[src/rtl/mem_port_arbiter_if.sv]
// Bundle of the fetch, load/store and memory-side signals around the shared memory port.
// Handshake: a requester holds req and its fields until the one-cycle ready pulse; mem_req holds fields until mem_req & mem_ready.
interface mem_port_arbiter_if #(
    parameter int ADDR_W = 32,
    parameter int DATA_W = 32
);
    logic                  ifu_req;
    logic [ADDR_W-1:0]     ifu_addr;
    logic                  ifu_ready;
    logic                  ifu_rvalid;
    logic [DATA_W-1:0]     ifu_rdata;

    logic                  lsu_req;
    logic                  lsu_wen;
    logic [ADDR_W-1:0]     lsu_addr;
    logic [DATA_W-1:0]     lsu_wdata;
    logic [DATA_W/8-1:0]   lsu_wmask;
    logic                  lsu_ready;
    logic                  lsu_rvalid;
    logic [DATA_W-1:0]     lsu_rdata;

    logic                  mem_req;
    logic                  mem_wen;
    logic [ADDR_W-1:0]     mem_addr;
    logic [DATA_W-1:0]     mem_wdata;
    logic [DATA_W/8-1:0]   mem_wmask;
    logic                  mem_ready;
    logic                  mem_rvalid;
    logic [DATA_W-1:0]     mem_rdata;

    modport slave (
        input  ifu_req, ifu_addr,
        input  lsu_req, lsu_wen, lsu_addr, lsu_wdata, lsu_wmask,
        input  mem_ready, mem_rvalid, mem_rdata,
        output ifu_ready, ifu_rvalid, ifu_rdata,
        output lsu_ready, lsu_rvalid, lsu_rdata,
        output mem_req, mem_wen, mem_addr, mem_wdata, mem_wmask
    );

    modport master (
        output ifu_req, ifu_addr,
        output lsu_req, lsu_wen, lsu_addr, lsu_wdata, lsu_wmask,
        output mem_ready, mem_rvalid, mem_rdata,
        input  ifu_ready, ifu_rvalid, ifu_rdata,
        input  lsu_ready, lsu_rvalid, lsu_rdata,
        input  mem_req, mem_wen, mem_addr, mem_wdata, mem_wmask
    );
endinterface

[src/rtl/mem_port_arbiter.sv]
// Shares one memory port between fetch and load/store, one transaction in flight.
// LSU has priority; a streak counter hands the port to a waiting IFU after MAX_LSU_STREAK LSU grants.
module mem_port_arbiter #(
    parameter int ADDR_W         = 32,
    parameter int DATA_W         = 32,
    parameter int MAX_LSU_STREAK = 4
) (
    input  logic                 clk,
    input  logic                 rst,
    mem_port_arbiter_if.slave    bus,
    output logic                 busy,
    output logic [1:0]           dbg_state
);
    localparam int MW = DATA_W / 8;
    localparam int SW = $clog2(MAX_LSU_STREAK + 1);

    typedef enum logic [1:0] {
        IDLE = 2'd0,
        REQ  = 2'd1,
        WAIT = 2'd2,
        RESP = 2'd3
    } state_t;

    state_t              state;
    logic                owner_lsu;
    logic [SW-1:0]       streak;
    logic                mem_req_q;
    logic                mem_wen_q;
    logic [ADDR_W-1:0]   mem_addr_q;
    logic [DATA_W-1:0]   mem_wdata_q;
    logic [MW-1:0]       mem_wmask_q;
    logic                ifu_rvalid_q;
    logic                lsu_rvalid_q;
    logic [DATA_W-1:0]   ifu_rdata_q;
    logic [DATA_W-1:0]   lsu_rdata_q;

    logic streak_full;
    logic lsu_win;
    logic ifu_win;

    always_comb begin
        streak_full = (streak == SW'(MAX_LSU_STREAK));
        lsu_win     = bus.lsu_req && !(bus.ifu_req && streak_full);
        ifu_win     = bus.ifu_req && !lsu_win;
    end

    // Ready is the only combinational output; gated by rst so reset forces it low at once.
    assign bus.ifu_ready  = rst && (state == IDLE) && ifu_win;
    assign bus.lsu_ready  = rst && (state == IDLE) && lsu_win;
    assign bus.ifu_rvalid = ifu_rvalid_q;
    assign bus.lsu_rvalid = lsu_rvalid_q;
    assign bus.ifu_rdata  = ifu_rdata_q;
    assign bus.lsu_rdata  = lsu_rdata_q;
    assign bus.mem_req    = mem_req_q;
    assign bus.mem_wen    = mem_wen_q;
    assign bus.mem_addr   = mem_addr_q;
    assign bus.mem_wdata  = mem_wdata_q;
    assign bus.mem_wmask  = mem_wmask_q;
    assign busy           = (state != IDLE);
    assign dbg_state      = state;

    always_ff @(posedge clk or negedge rst) begin
        if (!rst) begin
            state        <= IDLE;
            owner_lsu    <= 1'b0;
            streak       <= '0;
            mem_req_q    <= 1'b0;
            mem_wen_q    <= 1'b0;
            mem_addr_q   <= '0;
            mem_wdata_q  <= '0;
            mem_wmask_q  <= '0;
            ifu_rvalid_q <= 1'b0;
            lsu_rvalid_q <= 1'b0;
            ifu_rdata_q  <= '0;
            lsu_rdata_q  <= '0;
        end else begin
            ifu_rvalid_q <= 1'b0;
            lsu_rvalid_q <= 1'b0;
            case (state)
                IDLE: begin
                    if (lsu_win) begin
                        owner_lsu   <= 1'b1;
                        mem_req_q   <= 1'b1;
                        mem_wen_q   <= bus.lsu_wen;
                        mem_addr_q  <= bus.lsu_addr;
                        mem_wdata_q <= bus.lsu_wdata;
                        mem_wmask_q <= bus.lsu_wen ? bus.lsu_wmask : '0;
                        state       <= REQ;
                        if (!bus.ifu_req)
                            streak <= '0;
                        else if (!streak_full)
                            streak <= streak + SW'(1);
                    end else if (ifu_win) begin
                        owner_lsu   <= 1'b0;
                        mem_req_q   <= 1'b1;
                        mem_wen_q   <= 1'b0;
                        mem_addr_q  <= bus.ifu_addr;
                        mem_wdata_q <= '0;
                        mem_wmask_q <= '0;
                        state       <= REQ;
                        streak      <= '0;
                    end
                end
                REQ: begin
                    if (bus.mem_ready) begin
                        mem_req_q <= 1'b0;
                        state     <= WAIT;
                    end
                end
                WAIT: begin
                    if (bus.mem_rvalid) begin
                        if (owner_lsu) begin
                            lsu_rdata_q  <= bus.mem_rdata;
                            lsu_rvalid_q <= 1'b1;
                        end else begin
                            ifu_rdata_q  <= bus.mem_rdata;
                            ifu_rvalid_q <= 1'b1;
                        end
                        state <= RESP;
                    end
                end
                RESP: begin
                    state <= IDLE;
                end
            endcase
        end
    end
endmodule

[src/flat_wrapper.sv]
// flat-port wrapper written by rule: the top's interface ports become plain ports
module mem_port_arbiter_flat 
#(
    parameter int ADDR_W         = 32,
    parameter int DATA_W         = 32,
    parameter int MAX_LSU_STREAK = 4
)
  (clk, rst, busy, dbg_state, bus_ifu_req, bus_ifu_addr, bus_lsu_req, bus_lsu_wen, bus_lsu_addr, bus_lsu_wdata, bus_lsu_wmask, bus_mem_ready, bus_mem_rvalid, bus_mem_rdata, bus_ifu_ready, bus_ifu_rvalid, bus_ifu_rdata, bus_lsu_ready, bus_lsu_rvalid, bus_lsu_rdata, bus_mem_req, bus_mem_wen, bus_mem_addr, bus_mem_wdata, bus_mem_wmask);
  mem_port_arbiter_if #(.ADDR_W(ADDR_W), .DATA_W(DATA_W)) bus_i ();
  input  logic clk;
  input  logic rst;
  output logic busy;
  output logic [1:0] dbg_state;
  input wire logic [$bits(bus_i.ifu_req)-1:0] bus_ifu_req;
  input wire logic [$bits(bus_i.ifu_addr)-1:0] bus_ifu_addr;
  input wire logic [$bits(bus_i.lsu_req)-1:0] bus_lsu_req;
  input wire logic [$bits(bus_i.lsu_wen)-1:0] bus_lsu_wen;
  input wire logic [$bits(bus_i.lsu_addr)-1:0] bus_lsu_addr;
  input wire logic [$bits(bus_i.lsu_wdata)-1:0] bus_lsu_wdata;
  input wire logic [$bits(bus_i.lsu_wmask)-1:0] bus_lsu_wmask;
  input wire logic [$bits(bus_i.mem_ready)-1:0] bus_mem_ready;
  input wire logic [$bits(bus_i.mem_rvalid)-1:0] bus_mem_rvalid;
  input wire logic [$bits(bus_i.mem_rdata)-1:0] bus_mem_rdata;
  output wire logic [$bits(bus_i.ifu_ready)-1:0] bus_ifu_ready;
  output wire logic [$bits(bus_i.ifu_rvalid)-1:0] bus_ifu_rvalid;
  output wire logic [$bits(bus_i.ifu_rdata)-1:0] bus_ifu_rdata;
  output wire logic [$bits(bus_i.lsu_ready)-1:0] bus_lsu_ready;
  output wire logic [$bits(bus_i.lsu_rvalid)-1:0] bus_lsu_rvalid;
  output wire logic [$bits(bus_i.lsu_rdata)-1:0] bus_lsu_rdata;
  output wire logic [$bits(bus_i.mem_req)-1:0] bus_mem_req;
  output wire logic [$bits(bus_i.mem_wen)-1:0] bus_mem_wen;
  output wire logic [$bits(bus_i.mem_addr)-1:0] bus_mem_addr;
  output wire logic [$bits(bus_i.mem_wdata)-1:0] bus_mem_wdata;
  output wire logic [$bits(bus_i.mem_wmask)-1:0] bus_mem_wmask;
  assign bus_i.ifu_req = bus_ifu_req;
  assign bus_i.ifu_addr = bus_ifu_addr;
  assign bus_i.lsu_req = bus_lsu_req;
  assign bus_i.lsu_wen = bus_lsu_wen;
  assign bus_i.lsu_addr = bus_lsu_addr;
  assign bus_i.lsu_wdata = bus_lsu_wdata;
  assign bus_i.lsu_wmask = bus_lsu_wmask;
  assign bus_i.mem_ready = bus_mem_ready;
  assign bus_i.mem_rvalid = bus_mem_rvalid;
  assign bus_i.mem_rdata = bus_mem_rdata;
  assign bus_ifu_ready = bus_i.ifu_ready;
  assign bus_ifu_rvalid = bus_i.ifu_rvalid;
  assign bus_ifu_rdata = bus_i.ifu_rdata;
  assign bus_lsu_ready = bus_i.lsu_ready;
  assign bus_lsu_rvalid = bus_i.lsu_rvalid;
  assign bus_lsu_rdata = bus_i.lsu_rdata;
  assign bus_mem_req = bus_i.mem_req;
  assign bus_mem_wen = bus_i.mem_wen;
  assign bus_mem_addr = bus_i.mem_addr;
  assign bus_mem_wdata = bus_i.mem_wdata;
  assign bus_mem_wmask = bus_i.mem_wmask;
  mem_port_arbiter #(.ADDR_W(ADDR_W), .DATA_W(DATA_W), .MAX_LSU_STREAK(MAX_LSU_STREAK)) u_core (.clk(clk), .rst(rst), .bus(bus_i), .busy(busy), .dbg_state(dbg_state));
endmodule
[config.mk]
export PLATFORM = sky130hd
export DESIGN_NAME = mem_port_arbiter_flat
export DESIGN_NICKNAME = d
export VERILOG_FILES = /design/src/rtl/mem_port_arbiter_if.sv /design/src/rtl/mem_port_arbiter.sv /design/src/flat_wrapper.sv
export SDC_FILE = /design/constraint.sdc
export NUM_CORES = 1
export LEC_CHECK = 0
export CORE_ASPECT_RATIO = 1.1
export CORE_MARGIN = 1.5
export CORE_UTILIZATION = 35
export DETAILED_ROUTE_END_ITERATION = 16
export GPL_TIMING_DRIVEN = 1
export PLACE_DENSITY = 0.71
export SYNTH_ARGS = -nofsm -noshare
export SYNTH_HDL_FRONTEND = slang
export SYNTH_SLANG_ARGS = --single-unit
[constraint.sdc]
create_clock -name clk -period 1.94 [get_ports clk]
set_input_delay 0.194 -clock clk [delete_from_list [all_inputs] [get_ports clk]]
set_output_delay 0.194 -clock clk [all_outputs]
set_load 0.03 [all_outputs]
==> out/results.txt, run 1 <==
delay-heaviest family, CP -> simple AND/OR/NAND/NOR gates
clock buffer depth -> 2
Critical R2R Launch -> u_core.dbg_state[0]
Worst Max-Slew Pin Slew -> 442 ps
Buf/Inv on CP -> 2
CP endpoint -> bus_lsu_ready
worst-case clock skew -> 7.88 ps
Mapped Cells -> 449
CTS Buf Count -> 17
Critical Path RT -> 1750 ps
largest net degree at the start of global routing -> 83
Hold Crit Class -> in2async
antenna violations before repair -> 0
DIE HEIGHT -> 138 um
Final Hold Fails -> 0
CP Depth -> 6
DR pass1 iterations -> 5
power share of the clock group -> 19.5%
Sw Ratio -> 40.5%
die width -> 126 um
Congestion Overflow GR -> 0
synthesized net count -> 594
vias per cell -> 5.09
Filler Cells Inserted -> 1292
crit end category -> primary output
H-tree depth -> 4
average cell area after synthesis -> 12.9 um2
f_max -> 543 MHz
Setup TNS Final -> 0 ps
DP HPWL -> 12.4 mm
final setup vio count -> 0
global-route wire length before repair -> 26.5 mm
CTS sink cnt -> 142
combinational power share -> 50.7%
Synth Register Bits -> 142
CTS tree -> built
r2r worst-path depth -> 4
initial core utilization -> 35.7%
prevailing post-synth register cell -> dfrtp_1
Syn-to-layout area delta -> 64.7%
ratio of cells with drive above 1 in the final layout -> 9.65%
EDFF count, synth -> 0
# IOs -> 280
Worst Setup SP -> u_core.streak[0]
sequential power share -> 29.9%
Commonest cells post-synth -> 142 x dfrtp_1, 66 x nand2_1, 65 x mux2_1
minimum clock period -> 1840 ps
synth unique cells -> 31
n_diodes -> 0
core box area -> 0.0162 mm2
CP Class -> reg2out
clock-pin slew on the worst setup and hold paths -> 60 ps
Worst EP arrival -> 1650 ps
Worst slew margin -> 70.6%
PortBufs -> 279
final wirelength -> 17.1 mm
Max Cap Viol -> 0
Antenna Nets Post-Route -> 0
CP Cell Sequence -> inv_1 -> ha_2 -> nand3_4 -> and3_4 -> and2_1 -> buf_6
max-slew violations -> 0
DR iter-0 viols -> 198
top-count cell post-synth -> dfrtp_1
DRC violations left -> 0
Leak -> 4.03 nW
Final Net Count -> 878
Yosys top cell area share -> 61.3%
status -> finished clean
Max VDD drop -> 1.01 mV
power per cell area -> 1820 mW/mm2
ys async rst share -> 100%
WHS -> 265 ps
max incr delay on CP -> 390 ps
Root Driver -> clkbuf_16
r2r setup slk -> 220 ps
sw power -> 7.05 mW
post-synth top area cell -> dfrtp_1
period utilization -> 94.9%
Crit Reg-Reg Endpoint -> u_core.dbg_state[1]
vias in the first global route -> 5168
Clock Latency Late Sink -> 420 ps
critical path startpoint category -> flop
Synth area leaders -> dfrtp_1 61%, mux2_1 13%, a22o_1 5.1%, nand2_1 4.3%, o211ai_1 4.1%
sequential share of the synthesized area -> 61.3%
Row Count -> 49
die area -> 0.0173 mm2
Slowest-stage cell, CP -> dfrtp_1
All-Layer GR Usage -> 19.7%
P_int -> 10.3 mW
Post-Synthesis Cell Area -> 0.00579 mm2
Via Count -> 4834
synth warn -> 0
CP max FO -> 4
routed len/inst -> 18.0 um
routability cong. -> 0.809
-- cells by family (layout without fill, tap and decap cells) --
| logic type | Yosys count | after routing | synth area share [%] |
|---|---|---|---|
| buffers and inverters | 47 | 344 | 4.21 |
| flip-flops | 142 | 142 | 61.3 |
| multiplexers | 65 | 65 | 12.6 |
| AO/OA/AOI/OAI | 80 | 80 | 11.4 |
| XOR/XNOR | 1 | 1 | 0.151 |
| adder cells (fa/ha/maj) | 6 | 6 | 1.30 |
| AND/OR/NAND/NOR | 108 | 108 | 8.99 |
-- area by class of cell --
| class | instances | area (um2) | share of cell area [%] |
|---|---|---|---|
| Clock inverter | 14 | 180 | 1.89 |
| Clock buffer | 18 | 439 | 4.60 |
| Multi-Input combinational cell | 260 | 2020 | 21.2 |
| Sequential cell | 142 | 3550 | 37.2 |
| Tap cell | 204 | 255 | 2.68 |
| Inverter | 10 | 37.5 | 0.393 |
| Timing Repair Buffer | 302 | 3050 | 32.0 |
-- state kept, by name, indices dropped and copies added (netlist names) --
signal                 flops
u_core.owner_lsu           1
u_core.dbg_state           2
u_core.bus.mem_wen         1
u_core.bus.mem_req         1
u_core.bus.lsu_rdata      32
u_core.bus.mem_wmask       4
u_core.bus.lsu_rvalid      1
u_core.streak              3
u_core.bus.ifu_rvalid      1
u_core.bus.mem_wdata      32
u_core.bus.mem_addr       32
u_core.bus.ifu_rdata      32
-- layout by cell type (no fill, tap or decap), types with 2 or more instances in the layout --
cell type / count
clkdlybuf4s50_1: 275
dfrtp_1: 142
nand2_1: 66
mux2_1: 65
a22o_1: 34
nand4_1: 33
o211ai_1: 32
clkbuf_16: 17
buf_4: 17
inv_2: 7
buf_12: 7
inv_6: 5
a32o_1: 4
ha_1: 4
bufinv_16: 3
clkinv_4: 3
inv_1: 2
and2_1: 2
o21ai_1: 2
clkinvlp_4: 2
buf_6: 2
-- power by group through the flow --
stage          clock network (mW)  registers (mW)  logic (mW)
2_1_floorplan                   0            7.81        2.22
3_3_place_gp                    0            5.17        8.65
3_5_place_dp                    0            5.21        8.80
4_1_cts                      3.46            5.21        8.85
5_1_grt                      3.60            5.36        9.30
6_report                     3.38            5.19        8.80
-- repair_timing --
item / 4_1_cts / 5_1_grt
gates resized for setup: 5 / 2
hold buffers: 1 / 0
hold endpoints to repair: 27 / 0
buffers inserted: 0 / 4
endpoints found under the setup margin: 3 / 2
pin swaps: 1 / 1
-- routing by layer --
layer	up-vias	wire length, um	global-route usage, %
met5	-	0	0
met4	0	515	9.03
met3	39	1250	5.98
met2	221	8380	33.1
met1	2376	6920	23.4
li1	2198	-	-
-- metrics by stage --
| stage | cells | cell area, um2 | power (mW) | util [%] | worst slack (ps) |
|---|---|---|---|---|---|
| 6_report | 950 | 9540 | 17.4 | 58.7 | 99.8 |
| 5_1_grt | 950 | 9540 | 18.3 | 58.7 | -6.00 |
| 4_1_cts | 946 | 9510 | 17.5 | 58.5 | 1.59 |
| 3_5_place_dp | 913 | 8860 | 14.0 | 54.6 | 162 |
| 3_3_place_gp | 913 | 8860 | 13.8 | 54.6 | 224 |
| 2_1_floorplan | 449 | 5800 | 10.0 | - | 11.5 |
-- worst min-delay path by stage --
stage | end | slack [ps] | startpoint
detailed placement | u_core.bus.mem_wdata[28] | 110 | rst
floorplan | u_core.bus.ifu_rdata[0] | -100 | rst
global route | u_core.bus.mem_wen | 280 | rst
finish | u_core.bus.mem_wdata[4] | 260 | rst
global placement | u_core.bus.mem_wdata[29] | 100 | rst
CTS | u_core.bus.mem_wdata[4] | 250 | rst
Power figures use the tool's default switching activity.
==> run 2, diff against run 1 <==
--- a/config.mk
+++ b/config.mk
@@ -11,6 +11,7 @@
 export DETAILED_ROUTE_END_ITERATION = 16
 export GPL_TIMING_DRIVEN = 1
 export PLACE_DENSITY = 0.71
+export SLEW_MARGIN = 20
 export SYNTH_ARGS = -nofsm -noshare
 export SYNTH_HDL_FRONTEND = slang
 export SYNTH_SLANG_ARGS = --single-unit
==> constraint.sdc (replaced) <==
create_clock -name clk -period 2.2 [get_ports clk]
set_input_delay 0.22 -clock clk [delete_from_list [all_inputs] [get_ports clk]]
set_output_delay 0.22 -clock clk [all_outputs]
set_load 0.03 [all_outputs]
==> run 2 against run 1 <==
- total power shrank 12%
- final area shrank 0.52%
- worst hold slack improved by 110 ps
- largest power group unchanged
- count of clock-buffer cells in the layout unchanged
- critical endpoint is now bus_ifu_ready
- sequential share of layout area increased by 0.20 points
- via count decreased by 0.17%
- cell count is 0.63% lower
- clock skew about the same
- global-route usage is 0.84 points lower
- non-clock buffer count is 6 lower
==> out/results.txt, run 2 (synthesis gave the netlist of run 1 again) <==
status -> finished clean
DIE HEIGHT -> 138 um
routability cong. -> 0.772
RSZ-0062 raised after global routing -> no
CTS tree -> built
CP Class -> reg2out
WHS -> 372 ps
# IOs -> 280
n_diodes -> 0
Power, Total -> 15.3 mW
Leak -> 4.00 nW
CTS Buf Count -> 17
Final Net Count -> 872
final wirelength -> 16.7 mm
period utilization -> 94.4%
Hold Crit Class -> in2reg
final setup vio count -> 0
minimum clock period -> 2080 ps
initial core utilization -> 35.7%
M1 wire length -> 6.61 mm
commonest non-fill, non-tap cell in the layout -> clkdlybuf4s50_1
Max Cap Viol -> 0
Root Driver -> clkbuf_16
Worst EP arrival -> 1860 ps
Setup TNS Final -> 0 ps
Via Count -> 4826
Worst slew margin -> 51.2%
max-slew violations -> 0
met3 wire len -> 1.28 mm
DRC violations left -> 0
Worst Max-Slew Pin Slew -> 732 ps
f_max -> 481 MHz
Antenna Nets Post-Route -> 0
global-route wire length before repair -> 25.5 mm
Max VDD drop -> 0.725 mV
power per cell area -> 1610 mW/mm2
All-Layer GR Usage -> 18.8%
DR pass1 iterations -> 5
die area -> 0.0173 mm2
Final Non-Filler Cells -> 944
CP max FO -> 2
routed len/inst -> 17.6 um
clock buffer depth -> 2
clock-pin slew on the worst setup and hold paths -> 60 ps
Row Count -> 49
crit end category -> primary output
antenna violations before repair -> 0
ratio of cells with drive above 1 in the final layout -> 8.11%
CTS sink cnt -> 142
DR iter-0 viols -> 212
Clock Latency Late Sink -> 420 ps
core box area -> 0.0162 mm2
vias in the first global route -> 4959
Placed Cells -> 910
DP HPWL -> 11.9 mm
H-tree depth -> 4
PortBufs -> 279
Final Util -> 58.4%
setup bufs post-CTS -> 0
vias per cell -> 5.11
worst-case clock skew -> 7.82 ps
die width -> 126 um
critical path startpoint category -> flop
Final Hold Fails -> 0
Filler Cells Inserted -> 1305
most frequent cells in the layout -> 275 x clkdlybuf4s50_1, 142 x dfrtp_1, 66 x nand2_1, 65 x mux2_1, 34 x a22o_1
Critical Path RT -> 1980 ps
largest net degree at the start of global routing -> 73
met2 WL -> 8.42 mm
Max Used Layer -> met4
Congestion Overflow GR -> 0
Syn-to-layout area delta -> 63.8%
run 2: cell count changes in the layout (fill, tap and decap cells not counted), moves of 2 or more:
cell,change
buf_4,-6
inv_1,+3
inv_2,-3
inv_6,-2
run 2: worst paths after layout:
| path | from | to | slack [ps] | depth (start not counted) |
|---|---|---|---|---|
| max | u_core.streak[1] | bus_ifu_ready | 120 | 6 |
| min | bus_ifu_addr[8] | u_core.bus.mem_addr[8] | 370 | 3 |
| max reg2reg | u_core.dbg_state[0] | u_core.bus.mem_addr[22] | 480 | 7 |
| min reg2reg | u_core.bus.ifu_rdata[24] | u_core.bus.ifu_rdata[24] | 490 | 1 |
| max in group asynchronous | rst | u_core.bus.mem_wdata[5] | 750 | 4 |
| min in group asynchronous | rst | u_core.bus.mem_req | 440 | 3 |
run 2: worst max-delay path, stage by stage, from the launching register on:
cell             delay (ps)
dfrtp_1                 390
inv_1                    80
ha_1                    190
nand3_4                  90
and2_1                  180
nor2_1                  100
clkdlybuf4s15_1         420
run 2: cell type report:
cell class	count	area, um2	area share [%]
Clock buffer	18	439	4.63
Tap cell	204	255	2.69
Multi-Input combinational cell	260	2010	21.2
Inverter	10	37.5	0.395
Sequential cell	142	3550	37.4
Clock inverter	14	181	1.91
Timing Repair Buffer	296	3010	31.7
run 2: stage by stage:
stage          worst slack (ps)  cell area (um2)
6_report                    123             9490
3_3_place_gp                167             8800
4_1_cts                    8.38             9440
5_1_grt                    9.78             9490
3_5_place_dp                142             8800
2_1_floorplan              89.2             5790
run 2: layer usage:
| layer | GRT usage [%] | vias to the layer above |
|---|---|---|
| met5 | 0 | - |
| met2 | 32.1 | 241 |
| met1 | 22.4 | 2373 |
| met4 | 7.64 | 0 |
| met3 | 5.86 | 28 |
| li1 | - | 2184 |
run 2: power by group:
| group | switching [mW] | internal, mW |
|---|---|---|
| clock network | 1.14 | 1.83 |
| logic | 4.36 | 3.42 |
| registers | 0.706 | 3.86 |
| total | 6.20 | 9.11 |
run 2: repair_timing:
item,CTS,global route
gates resized for setup,5,5
hold buffers,1,0
endpoints found under the hold margin,29,0
gates cloned,0,1
setup endpoints to repair,2,1
==> run 3, diff against run 2 <==
--- a/config.mk
+++ b/config.mk
@@ -11,6 +11,7 @@
 export DETAILED_ROUTE_END_ITERATION = 16
 export GPL_TIMING_DRIVEN = 1
 export PLACE_DENSITY = 0.71
+export SETUP_SLACK_MARGIN = 0.4
 export SLEW_MARGIN = 20
 export SYNTH_ARGS = -nofsm -noshare
 export SYNTH_HDL_FRONTEND = slang
==> run 3 against run 2 <==
- sequential share of layout area about the same
- global-route usage increased by 0.82 points
- cell count increased by 0.32%
- via count about the same
- sequential cell count unchanged
- critical path type unchanged
- largest cell class unchanged
- highest routed layer unchanged
==> out/results.txt, run 3 (synthesis gave the netlist of run 1 again) <==
power share of the clock group -> 18.5%
CP Class -> reg2out
Critical Path RT -> 1980 ps
crit end category -> primary output
routed len/inst -> 18.0 um
routability cong. -> 0.810
vias per cell -> 5.10
minimum clock period -> 1800 ps
max-slew violations -> 0
# IOs -> 280
All-Layer GR Usage -> 19.7%
Via Count -> 4829
DR iter-0 viols -> 250
Clock Latency Late Sink -> 420 ps
Congestion Overflow GR -> 0
WHS -> 267 ps
worst-case clock skew -> 16.0 ps
PortBufs -> 279
DRC violations left -> 0
delay-heaviest family, CP -> simple AND/OR/NAND/NOR gates
Leak -> 4.00 nW
clock-pin slew on the worst setup and hold paths -> 60 ps
die area -> 0.0173 mm2
largest net degree at the start of global routing -> 73
die width -> 126 um
antenna violations before repair -> 0
Worst slew margin -> 41.8%
P_int -> 9.02 mW
CP Cell Sequence -> inv_2 -> ha_4 -> nand3_4 -> and3_4 -> and2_4 -> buf_6
Buf/Inv on CP -> 2
Sw Ratio -> 40.5%
Hold Crit Class -> in2async
CP max FO -> 4
core box area -> 0.0162 mm2
Antenna Nets Post-Route -> 0
commonest non-fill, non-tap cell in the layout -> clkdlybuf4s50_1
Critical R2R Launch -> u_core.dbg_state[0]
status -> finished clean
power per cell area -> 1600 mW/mm2
Power, Total -> 15.2 mW
most frequent cells in the layout -> 274 x clkdlybuf4s50_1, 140 x dfrtp_1, 66 x nand2_1, 65 x mux2_1, 34 x a22o_1
CTS tree -> built
Worst Max-Slew Pin Slew -> 873 ps
Max Cap Viol -> 0
period utilization -> 81.7%
DR pass1 iterations -> 4
max incr delay on CP -> 400 ps
Final Net Count -> 876
DP HPWL -> 12.3 mm
DIE HEIGHT -> 138 um
clock buffer depth -> 2
final setup vio count -> 0
Root Driver -> clkbuf_16
final wirelength -> 17.0 mm
critical path startpoint category -> flop
ratio of cells with drive above 1 in the final layout -> 9.69%
Syn-to-layout area delta -> 63.8%
sequential power share -> 30.0%
Setup TNS Final -> 0 ps
RSZ-0062 raised after global routing -> yes
Final Hold Fails -> 0
Slowest-stage cell, CP -> dfrtp_1
Max VDD drop -> 0.877 mV
Worst EP arrival -> 1580 ps
n_diodes -> 0
CTS Buf Count -> 17
CTS sink cnt -> 142
Worst Setup SP -> u_core.streak[1]
initial core utilization -> 35.7%
sw power -> 6.13 mW
global-route wire length before repair -> 26.4 mm
vias in the first global route -> 5051
Row Count -> 49
H-tree depth -> 4
combinational power share -> 51.4%
f_max -> 557 MHz
run 3: what timing repair did:
item,CTS,global route
gates resized for setup,11,4
hold buffers,1,0
buffers inserted,5,1
endpoints found under the setup margin,11,4
endpoints found under the hold margin,39,0
pin swaps,3,2
run 3: path summary, 6_finish.rpt:
check	end	slack (ps)	cells after the start
max	bus_lsu_ready	400	6
min	u_core.bus.mem_wdata[28]	270	2
max reg2reg	u_core.dbg_state[1]	550	4
min reg2reg	u_core.bus.ifu_rdata[9]	490	1
max in group asynchronous	u_core.dbg_state[0]	780	3
min in group clk	u_core.bus.mem_addr[30]	370	3
run 3: cell type report:
type | instances | area [um2]
Clock inverter | 10 | 115
Tap cell | 204 | 255
Clock buffer | 21 | 460
Multi-Input combinational cell | 260 | 2040
Sequential cell | 142 | 3560
Fill cell | 1310 | 6760
Inverter | 10 | 40.0
Timing Repair Buffer | 300 | 3020
run 3: through the flow:
step                      setup slack (ps)  instance area, um2  utilization, %  instances
after floorplan                        415                5810               -        449
after global placement                 349                8810            54.2        909
after detailed placement               288                8810            54.2        909
after CTS                              373                9470            58.3        946
after global routing                   323                9490            58.4        947
final                                  403                9490            58.4        947
run 3: routing by layer:
layer / track usage [%] / routed length (um)
met5: 0 / 0
met4: 8.14 / 405
met3: 5.44 / 1150
met2: 34.6 / 8730
met1: 22.7 / 6720
run 3: power by group through the flow:
| stage | combinational [mW] | sequential [mW] | clock [mW] |
|---|---|---|---|
| 6_report | 7.80 | 4.55 | 2.80 |
| 5_1_grt | 8.23 | 4.71 | 3.01 |
| 4_1_cts | 7.86 | 4.57 | 2.88 |
| 3_5_place_dp | 7.76 | 4.57 | 0 |
| 3_3_place_gp | 7.59 | 4.54 | 0 |
| 2_1_floorplan | 1.96 | 6.89 | 0 |
